`src/rtl/uart_rx_pkg.sv`:
```
`default_nettype none
// ============================================================================
// Module   : uart_rx_pkg
// Purpose  : Shared definitions for the UART receiver: receiver state
//            enumeration, default timing constants and a counter-width helper.
// Revision : 1.0 - initial release
// ============================================================================
package uart_rx_pkg;

    // 3.125 MHz system clock, 19200 baud
    localparam int c_clks_per_bit = 163;
    // dout_rdy window length in clk cycles
    localparam int c_rdy_cycles   = 163;

    typedef enum logic [2:0] {
        S_IDLE      = 3'd0,
        S_START     = 3'd1,
        S_DATA      = 3'd2,
        S_STOP      = 3'd3,
        S_WAIT_HIGH = 3'd4
    } state_t;

    // Bits needed to count 0..n-1; never less than one bit.
    function automatic int cnt_width(input int n);
        return (n < 2) ? 1 : $clog2(n);
    endfunction

endpackage : uart_rx_pkg
`default_nettype wire

```
`src/rtl/sync_2ff.sv`:
```
`default_nettype none
// ============================================================================
// Module   : sync_2ff
// Purpose  : Two-flop synchronizer for a single asynchronous input bit.
// Ports    : clk  - system clock
//            res  - asynchronous active-low reset
//            d    - asynchronous input
//            q    - synchronized output (two clk cycles of latency)
// Revision : 1.0 - initial release
// ============================================================================
module sync_2ff #(
    parameter logic RESET_VAL = 1'b1
) (
    input  logic clk,
    input  logic res,
    input  logic d,
    output logic q
);

    logic r_meta;
    logic r_sync;

    always_ff @(posedge clk or negedge res) begin
        if (!res) begin
            r_meta <= RESET_VAL;
            r_sync <= RESET_VAL;
        end else begin
            r_meta <= d;
            r_sync <= r_meta;
        end
    end

    assign q = r_sync;

endmodule : sync_2ff
`default_nettype wire

```
`src/rtl/uart_rx.sv`:
```
`default_nettype none
// ============================================================================
// Module   : uart_rx
// Purpose  : 8N1 UART receiver, LSB first, mid-bit sampling.
// Ports    : clk       - system clock
//            res       - asynchronous active-low reset
//            rx        - asynchronous serial line, idle high
//            dout      - last correctly framed byte
//            dout_rdy  - byte-valid strobe, high for RDY_CYCLES cycles
//            frame_err - one-cycle pulse when the stop bit samples low
//            busy      - high whenever the receiver is not idle
// Revision : 1.0 - initial release
// ============================================================================
module uart_rx
    import uart_rx_pkg::*;
#(
    parameter int CLKS_PER_BIT = c_clks_per_bit,
    parameter int RDY_CYCLES   = c_rdy_cycles
) (
    input  logic       clk,
    input  logic       res,
    input  logic       rx,
    output logic [7:0] dout,
    output logic       dout_rdy,
    output logic       frame_err,
    output logic       busy
);

    localparam int c_cnt_w = cnt_width(CLKS_PER_BIT);
    localparam int c_rdy_w = cnt_width(RDY_CYCLES + 1);
    localparam int c_half  = (CLKS_PER_BIT - 1) / 2;

    // START lasts c_half cycles, so its last count is c_half-1
    localparam logic [c_cnt_w-1:0] c_half_last = c_cnt_w'((c_half > 0) ? c_half - 1 : 0);
    localparam logic [c_cnt_w-1:0] c_bit_last  = c_cnt_w'(CLKS_PER_BIT - 1);
    localparam logic [c_rdy_w-1:0] c_rdy_load  = c_rdy_w'(RDY_CYCLES);

    logic               w_rx_s;
    state_t             r_state;
    state_t             w_state_next;
    logic [c_cnt_w-1:0] r_cnt;
    logic [2:0]         r_bit;
    logic [7:0]         r_shift;
    logic [7:0]         r_dout;
    logic [c_rdy_w-1:0] r_rdy_cnt;
    logic               r_frame_err;

    logic w_cnt_clr;
    logic w_cnt_run;
    logic w_bit_clr;
    logic w_sample_bit;
    logic w_stop_ok;
    logic w_stop_bad;
    logic w_half_done;
    logic w_bit_done;

    sync_2ff #(
        .RESET_VAL (1'b1)
    ) u_sync (
        .clk (clk),
        .res (res),
        .d   (rx),
        .q   (w_rx_s)
    );

    assign w_half_done = (r_cnt == c_half_last);
    assign w_bit_done  = (r_cnt == c_bit_last);
    // The baud counter only advances while timing a bit; it is parked at 0
    // in IDLE and WAIT_HIGH so it can never wrap there.
    assign w_cnt_run   = (r_state == S_START) || (r_state == S_DATA) || (r_state == S_STOP);

    always_ff @(posedge clk or negedge res) begin
        if (!res) begin
            r_state <= S_IDLE;
        end else begin
            r_state <= w_state_next;
        end
    end

    always_comb begin
        w_state_next = r_state;
        w_cnt_clr    = 1'b0;
        w_bit_clr    = 1'b0;
        w_sample_bit = 1'b0;
        w_stop_ok    = 1'b0;
        w_stop_bad   = 1'b0;
        case (r_state)
            S_IDLE: begin
                if (!w_rx_s) begin
                    w_state_next = S_START;
                    w_cnt_clr    = 1'b1;
                end
            end
            S_START: begin
                if (w_half_done) begin
                    w_cnt_clr = 1'b1;
                    if (w_rx_s) begin
                        // start bit gone by mid-bit: treat as a glitch
                        w_state_next = S_IDLE;
                    end else begin
                        w_state_next = S_DATA;
                        w_bit_clr    = 1'b1;
                    end
                end
            end
            S_DATA: begin
                if (w_bit_done) begin
                    w_cnt_clr    = 1'b1;
                    w_sample_bit = 1'b1;
                    if (r_bit == 3'd7) begin
                        w_state_next = S_STOP;
                    end
                end
            end
            S_STOP: begin
                if (w_bit_done) begin
                    w_cnt_clr = 1'b1;
                    if (w_rx_s) begin
                        w_stop_ok    = 1'b1;
                        w_state_next = S_IDLE;
                    end else begin
                        w_stop_bad   = 1'b1;
                        w_state_next = S_WAIT_HIGH;
                    end
                end
            end
            S_WAIT_HIGH: begin
                // a line held low (break) must not start new frames
                if (w_rx_s) begin
                    w_state_next = S_IDLE;
                end
            end
            default: begin
                w_state_next = S_IDLE;
            end
        endcase
    end

    always_ff @(posedge clk or negedge res) begin
        if (!res) begin
            r_cnt <= '0;
            r_bit <= 3'd0;
        end else begin
            if (w_cnt_clr) begin
                r_cnt <= '0;
            end else if (w_cnt_run) begin
                r_cnt <= r_cnt + 1'b1;
            end
            if (w_bit_clr || (w_sample_bit && (r_bit == 3'd7))) begin
                r_bit <= 3'd0;
            end else if (w_sample_bit) begin
                r_bit <= r_bit + 3'd1;
            end
        end
    end

    always_ff @(posedge clk or negedge res) begin
        if (!res) begin
            r_shift     <= 8'h00;
            r_dout      <= 8'h00;
            r_rdy_cnt   <= '0;
            r_frame_err <= 1'b0;
        end else begin
            if (w_sample_bit) begin
                r_shift[r_bit] <= w_rx_s;
            end
            if (w_stop_ok) begin
                r_dout <= r_shift;
            end
            // Window timer is independent of the FSM so a following frame
            // can be received while dout_rdy is still high.
            if (w_stop_ok) begin
                r_rdy_cnt <= c_rdy_load;
            end else if (r_rdy_cnt != '0) begin
                r_rdy_cnt <= r_rdy_cnt - 1'b1;
            end
            r_frame_err <= w_stop_bad;
        end
    end

    assign dout      = r_dout;
    assign dout_rdy  = (r_rdy_cnt != '0);
    assign frame_err = r_frame_err;
    assign busy      = (r_state != S_IDLE);

endmodule : uart_rx
`default_nettype wire
```
`config.mk`:
```
export PLATFORM = sky130hd
export DESIGN_NAME = uart_rx
export DESIGN_NICKNAME = d
export VERILOG_FILES = /design/src/rtl/uart_rx_pkg.sv /design/src/rtl/sync_2ff.sv /design/src/rtl/uart_rx.sv
export SDC_FILE = /design/constraint.sdc
export NUM_CORES = 1
export LEC_CHECK = 0
export ABC_AREA = 1
export BUFFER_PORTS_ARGS = -buffer_cell sky130_fd_sc_hd__buf_2
export CORE_MARGIN = 8
export CORE_UTILIZATION = 50
export CTS_CLUSTER_DIAMETER = 200
export DETAILED_ROUTE_END_ITERATION = 16
export PLACE_DENSITY = 0.67
export RECOVER_POWER = 50
export SLEW_MARGIN = 20
export SYNTH_ARGS = -nofsm -noshare
export SYNTH_HDL_FRONTEND = slang
export SYNTH_SLANG_ARGS = --single-unit
```
`constraint.sdc`:
```
create_clock -name clk -period 2.1 [get_ports clk]
set_clock_uncertainty 0.05 [all_clocks]
set_input_delay 0 -clock clk [delete_from_list [all_inputs] [get_ports clk]]
set_output_delay 0 -clock clk [all_outputs]
set_load 0.02 [all_outputs]
```
==> impl_summary.log <==
INFO  metric critPathMostFrequentCell = sky130_fd_sc_hd__inv_1
INFO  metric grt_max_degree = 42
INFO  metric clkSinkCount = 41
INFO  metric syn_area = 0.002145 mm²
INFO  metric ports = 14
INFO  metric setup_ws = 0.4956 ns
INFO  metric standby_leakage_power = 1.278 nW
INFO  metric dpl.cell_count = 329
INFO  metric total_routing_resource_utilization_after_global_routing = 13.55%
INFO  metric critical_path.max_stage_delay = 0.39 ns
INFO  metric final_weighted_congestion_in_routability_driven_placement = 0.8243
INFO  metric number_of_endpoints_failing_setup_at_the_final_stage = 0
INFO  metric synth_simple_gate_area_share = 33.20%
INFO  metric dpl.hpwl = 2792 µm
INFO  metric port-buffer-count = 13
INFO  metric cts-buffers-inserted = 5
INFO  metric detail_route.iter0.violations = 113
INFO  metric placeableCoreArea = 0.004234 mm²
INFO  metric gate_count_after_technology_mapping = 267
INFO  metric synth_compound_area_share = 4.784%
INFO  metric timing.setup.critical_path_class = flip-flop to flip-flop
INFO  metric synth-main-ff-cell = sky130_fd_sc_hd__dfrtp_1
INFO  metric fmax = 0.6233 GHz
INFO  metric irDropWorstVdd = 0.4130 mV
INFO  metric total_design_power = 1.478 mW
INFO  metric powerDensity = 620.6 mW/mm²
INFO  metric global_route_wire_length_before_repair = 7100 µm
INFO  metric hold_end = u_sync.r_meta$_DFF_PN1_
INFO  metric antenna_violations_before_repair = 0
INFO  metric chipWidth = 81.49 µm
INFO  metric nFillCells = 387
INFO  metric dieArea = 0.006641 mm²
INFO  metric r2r-end = r_shift[5]$_DFFE_PN0P_
INFO  metric cp_num_buf_inv = 2
INFO  metric synth_edf_count = 0
INFO  metric timing.rr.start = r_cnt[0]$_DFFE_PN0P_
INFO  metric cts_root_buffer = sky130_fd_sc_hd__clkbuf_8
INFO  metric highest_fanout_seen_on_the_critical_path = 8
INFO  metric yosys_register_bits = 41
INFO  metric synth_commonest_cells = sky130_fd_sc_hd__nand2_1 (85), sky130_fd_sc_hd__dfrtp_1 (39), sky130_fd_sc_hd__inv_1 (29)
INFO  metric ys_warn_count = 0
INFO  metric path_delay_family = simple AND/OR/NAND/NOR gates
INFO  metric setup_tns = 0 ns
INFO  metric max-clock-path-buffers = 2
INFO  metric startpoint_type = flip-flop
INFO  metric reg2reg_setup_slack = 0.50 ns
INFO  metric most_frequent_cell_after_synthesis = sky130_fd_sc_hd__nand2_1
INFO  metric cts_tree = built
INFO  metric core.rowCount = 24
INFO  metric die-height = 81.49 µm
INFO  metric period_utilization = 76.40%
INFO  metric effective_utilization_at_floorplan = 50.65%
INFO  metric worst_hold_path.num_cells = 2
INFO  metric drt_wl_total = 3902 µm
INFO  metric post_synth.cell_area_avg = 8.032 µm²
INFO  metric final_layout_size_suffix_gt1_share = 10.45%
INFO  metric data_arrival_critical_path = 1.72 ns
INFO  metric synth_top_area_share = 45.51%
INFO  metric max_cap_violations = 0
INFO  metric status = complete, no violations
INFO  metric hold_slack = 0.3004 ns
INFO  metric holdCritPathClass = primary input to flip-flop
INFO  metric synth_cell_types = 29
INFO  metric worst_slew_pin_tran = 1.024 ns
INFO  metric async_reset_ff_share = 100.0%
INFO  metric detail_route.wl_per_cell = 11.51 µm
INFO  metric clk_pin_slew_worst_paths = 0.08 ns
INFO  metric area_growth = 11.03%
INFO  metric ant_nets = 0
INFO  metric final_net_count = 296
INFO  metric timing.hold.worst.start = rx
INFO  metric gr-total-overflow = 0
INFO  metric finalMaxSlewViolations = 0
INFO  metric rsz0062_at_grt = no
INFO  metric cts_htree_levels = 2
INFO  metric synth_area_leader_cell = sky130_fd_sc_hd__dfrtp_1
INFO  metric post-place-ws = 0.5048 ns
INFO  metric crit_chain = inv_1, ha_1, inv_1, nor2_2, nand2_4, nor2_4, nand3_1, nand2_1, o21ai_1
INFO  metric cp.required = 2.21 ns
INFO  metric post-route-min-period = 1.604 ns
INFO  metric antenna-diode-count = 0
INFO  metric synth_top_family_by_area = simple AND/OR/NAND/NOR gates
INFO  metric ys_seq_area_share = 47.96%
INFO  metric cp_slowest_cell = sky130_fd_sc_hd__dfrtp_1
INFO  metric grt_pass1_vias = 1639
INFO  metric detail_route.first_pass.iterations = 5
INFO  metric routed-via-count = 1667
INFO  metric max_slew_margin = 31.75%
INFO  metric worst_r2r_path_depth = 9
INFO  metric synth_adder_area_share = 4.084%
INFO  metric mappedNetlistNets = 277
INFO  metric vias_per_cell = 4.917
INFO  metric setup.worst_path.end_class = flip-flop
INFO  metric synth_area_leaders = sky130_fd_sc_hd__dfrtp_1 (46%), sky130_fd_sc_hd__nand2_1 (15%), sky130_fd_sc_hd__nand3_1 (5.6%), sky130_fd_sc_hd__inv_1 (5.1%), sky130_fd_sc_hd__nor2_1 (4.7%)
INFO  metric synthMuxAreaShare = 0%
INFO  metric route.detailed.drc = 0
INFO  metric post_route_non_filler_standard_cell_count = 339
INFO  metric report.final.hold_viol_count = 0
INFO  metric latest_clock_arrival_within_the_worst_skew_pair = 0.29 ns
INFO  metric synthesized_area_fraction_occupied_by_xor_and_xnor_cells = 2.859%
INFO  metric post_cts.repair.setup_buffers = 0
-- per-layer routing --
layer  track usage [%]  up-vias  routed length [µm]
met5                 0        -                   0
met4             5.893        0                  37
met3             3.392        4                 110
met2             22.83       17                1883
met1             16.02      770                1871
li1                  -      876                   -
-- worst register-to-register path, stage by stage (launching register included) --
cell	delay, ns
sky130_fd_sc_hd__dfrtp_1	0.39
sky130_fd_sc_hd__inv_1	0.13
sky130_fd_sc_hd__ha_1	0.16
sky130_fd_sc_hd__inv_1	0.04
sky130_fd_sc_hd__nor2_2	0.16
sky130_fd_sc_hd__nand2_4	0.11
sky130_fd_sc_hd__nor2_4	0.17
sky130_fd_sc_hd__nand3_1	0.13
sky130_fd_sc_hd__nand2_1	0.07
sky130_fd_sc_hd__o21ai_1	0.06
-- where the power goes --
| part | total, mW | internal (mW) | switching [mW] |
|---|---|---|---|
| combinational | 0.0244 | 0.00427 | 0.0201 |
| clock | 0.659 | 0.386 | 0.273 |
| sequential | 0.794 | 0.792 | 0.00194 |
| total | 1.48 | 1.18 | 0.295 |
-- registers in the layout, summed over array words and instances, names as in the netlist --
signal and count:
r_shift 8, r_state 3, dout 8, r_rdy_cnt 8
u_sync.r_meta 1, frame_err 1, r_cnt 8, u_sync.q 1
r_bit 3
-- placed cells by master, fill, tap and decap left out, drive strengths merged, types with 3 or more instances in the layout --
cell / Yosys / routed
nor2: 34 / 34
nand4: 6 / 6
ha: 7 / 7
buf: 2 / 3
dfrtp: 39 / 39
clkbuf: 1 / 16
o21ai: 15 / 15
nand2: 86 / 86
inv: 34 / 34
nand3: 24 / 24
nor3: 4 / 4
xor2: 5 / 5
-- worst max path at each step --
stage / from / end / slack [ns] / cells after the start
6_report: r_cnt[0]$_DFFE_PN0P_ / r_shift[5]$_DFFE_PN0P_ / 0.50 / 9
3_5_place_dp: u_sync.q$_DFF_PN1_ / r_cnt[1]$_DFFE_PN0P_ / 0.50 / 6
4_1_cts: r_cnt[0]$_DFFE_PN0P_ / dout[2]$_DFFE_PN0P_ / 0.47 / 8
3_3_place_gp: u_sync.q$_DFF_PN1_ / r_cnt[1]$_DFFE_PN0P_ / 0.51 / 6
5_1_grt: r_cnt[0]$_DFFE_PN0P_ / r_shift[1]$_DFFE_PN0P_ / 0.26 / 9
2_1_floorplan: r_rdy_cnt[0]$_DFFE_PN0P_ / r_rdy_cnt[1]$_DFFE_PN0P_ / 0.61 / 6
-- repair_timing --
action / 4_1_cts / 5_1_grt
hold endpoints to repair: 40 / 0
hold buffers: 2 / 0
gates resized for setup: 0 / 0
-- layout make-up --
class	instances	area (µm²)	share of cell area, %
sequential	41	1028	43.20
clock inverter	2	37.54	1.576
clock buffer	6	82.58	3.468
inverter	34	130.1	5.465
multi-input combinational	189	963.4	40.46
tap	52	65.06	2.733
timing repair buffer	15	73.82	3.100
-- cells by family (layout without fill, tap and decap cells) --
| logic type | count (synthesis) | in the layout |
|---|---|---|
| AOI/OAI and AO/OA | 19 | 19 |
| adders and majority gates | 7 | 7 |
| xor gates and xnor gates | 7 | 7 |
| and+or+nand+nor | 156 | 156 |
| buffers and inverters | 37 | 57 |
| DFF | 41 | 41 |
-- through the flow --
stage               util, %  area, µm²
floorplan                 -       2145
global route          56.24       2381
finish                56.24       2381
detailed placement    53.19       2252
global placement      53.19       2252
CTS                   56.50       2392
Note: power is estimated with default switching activity, not from simulation.
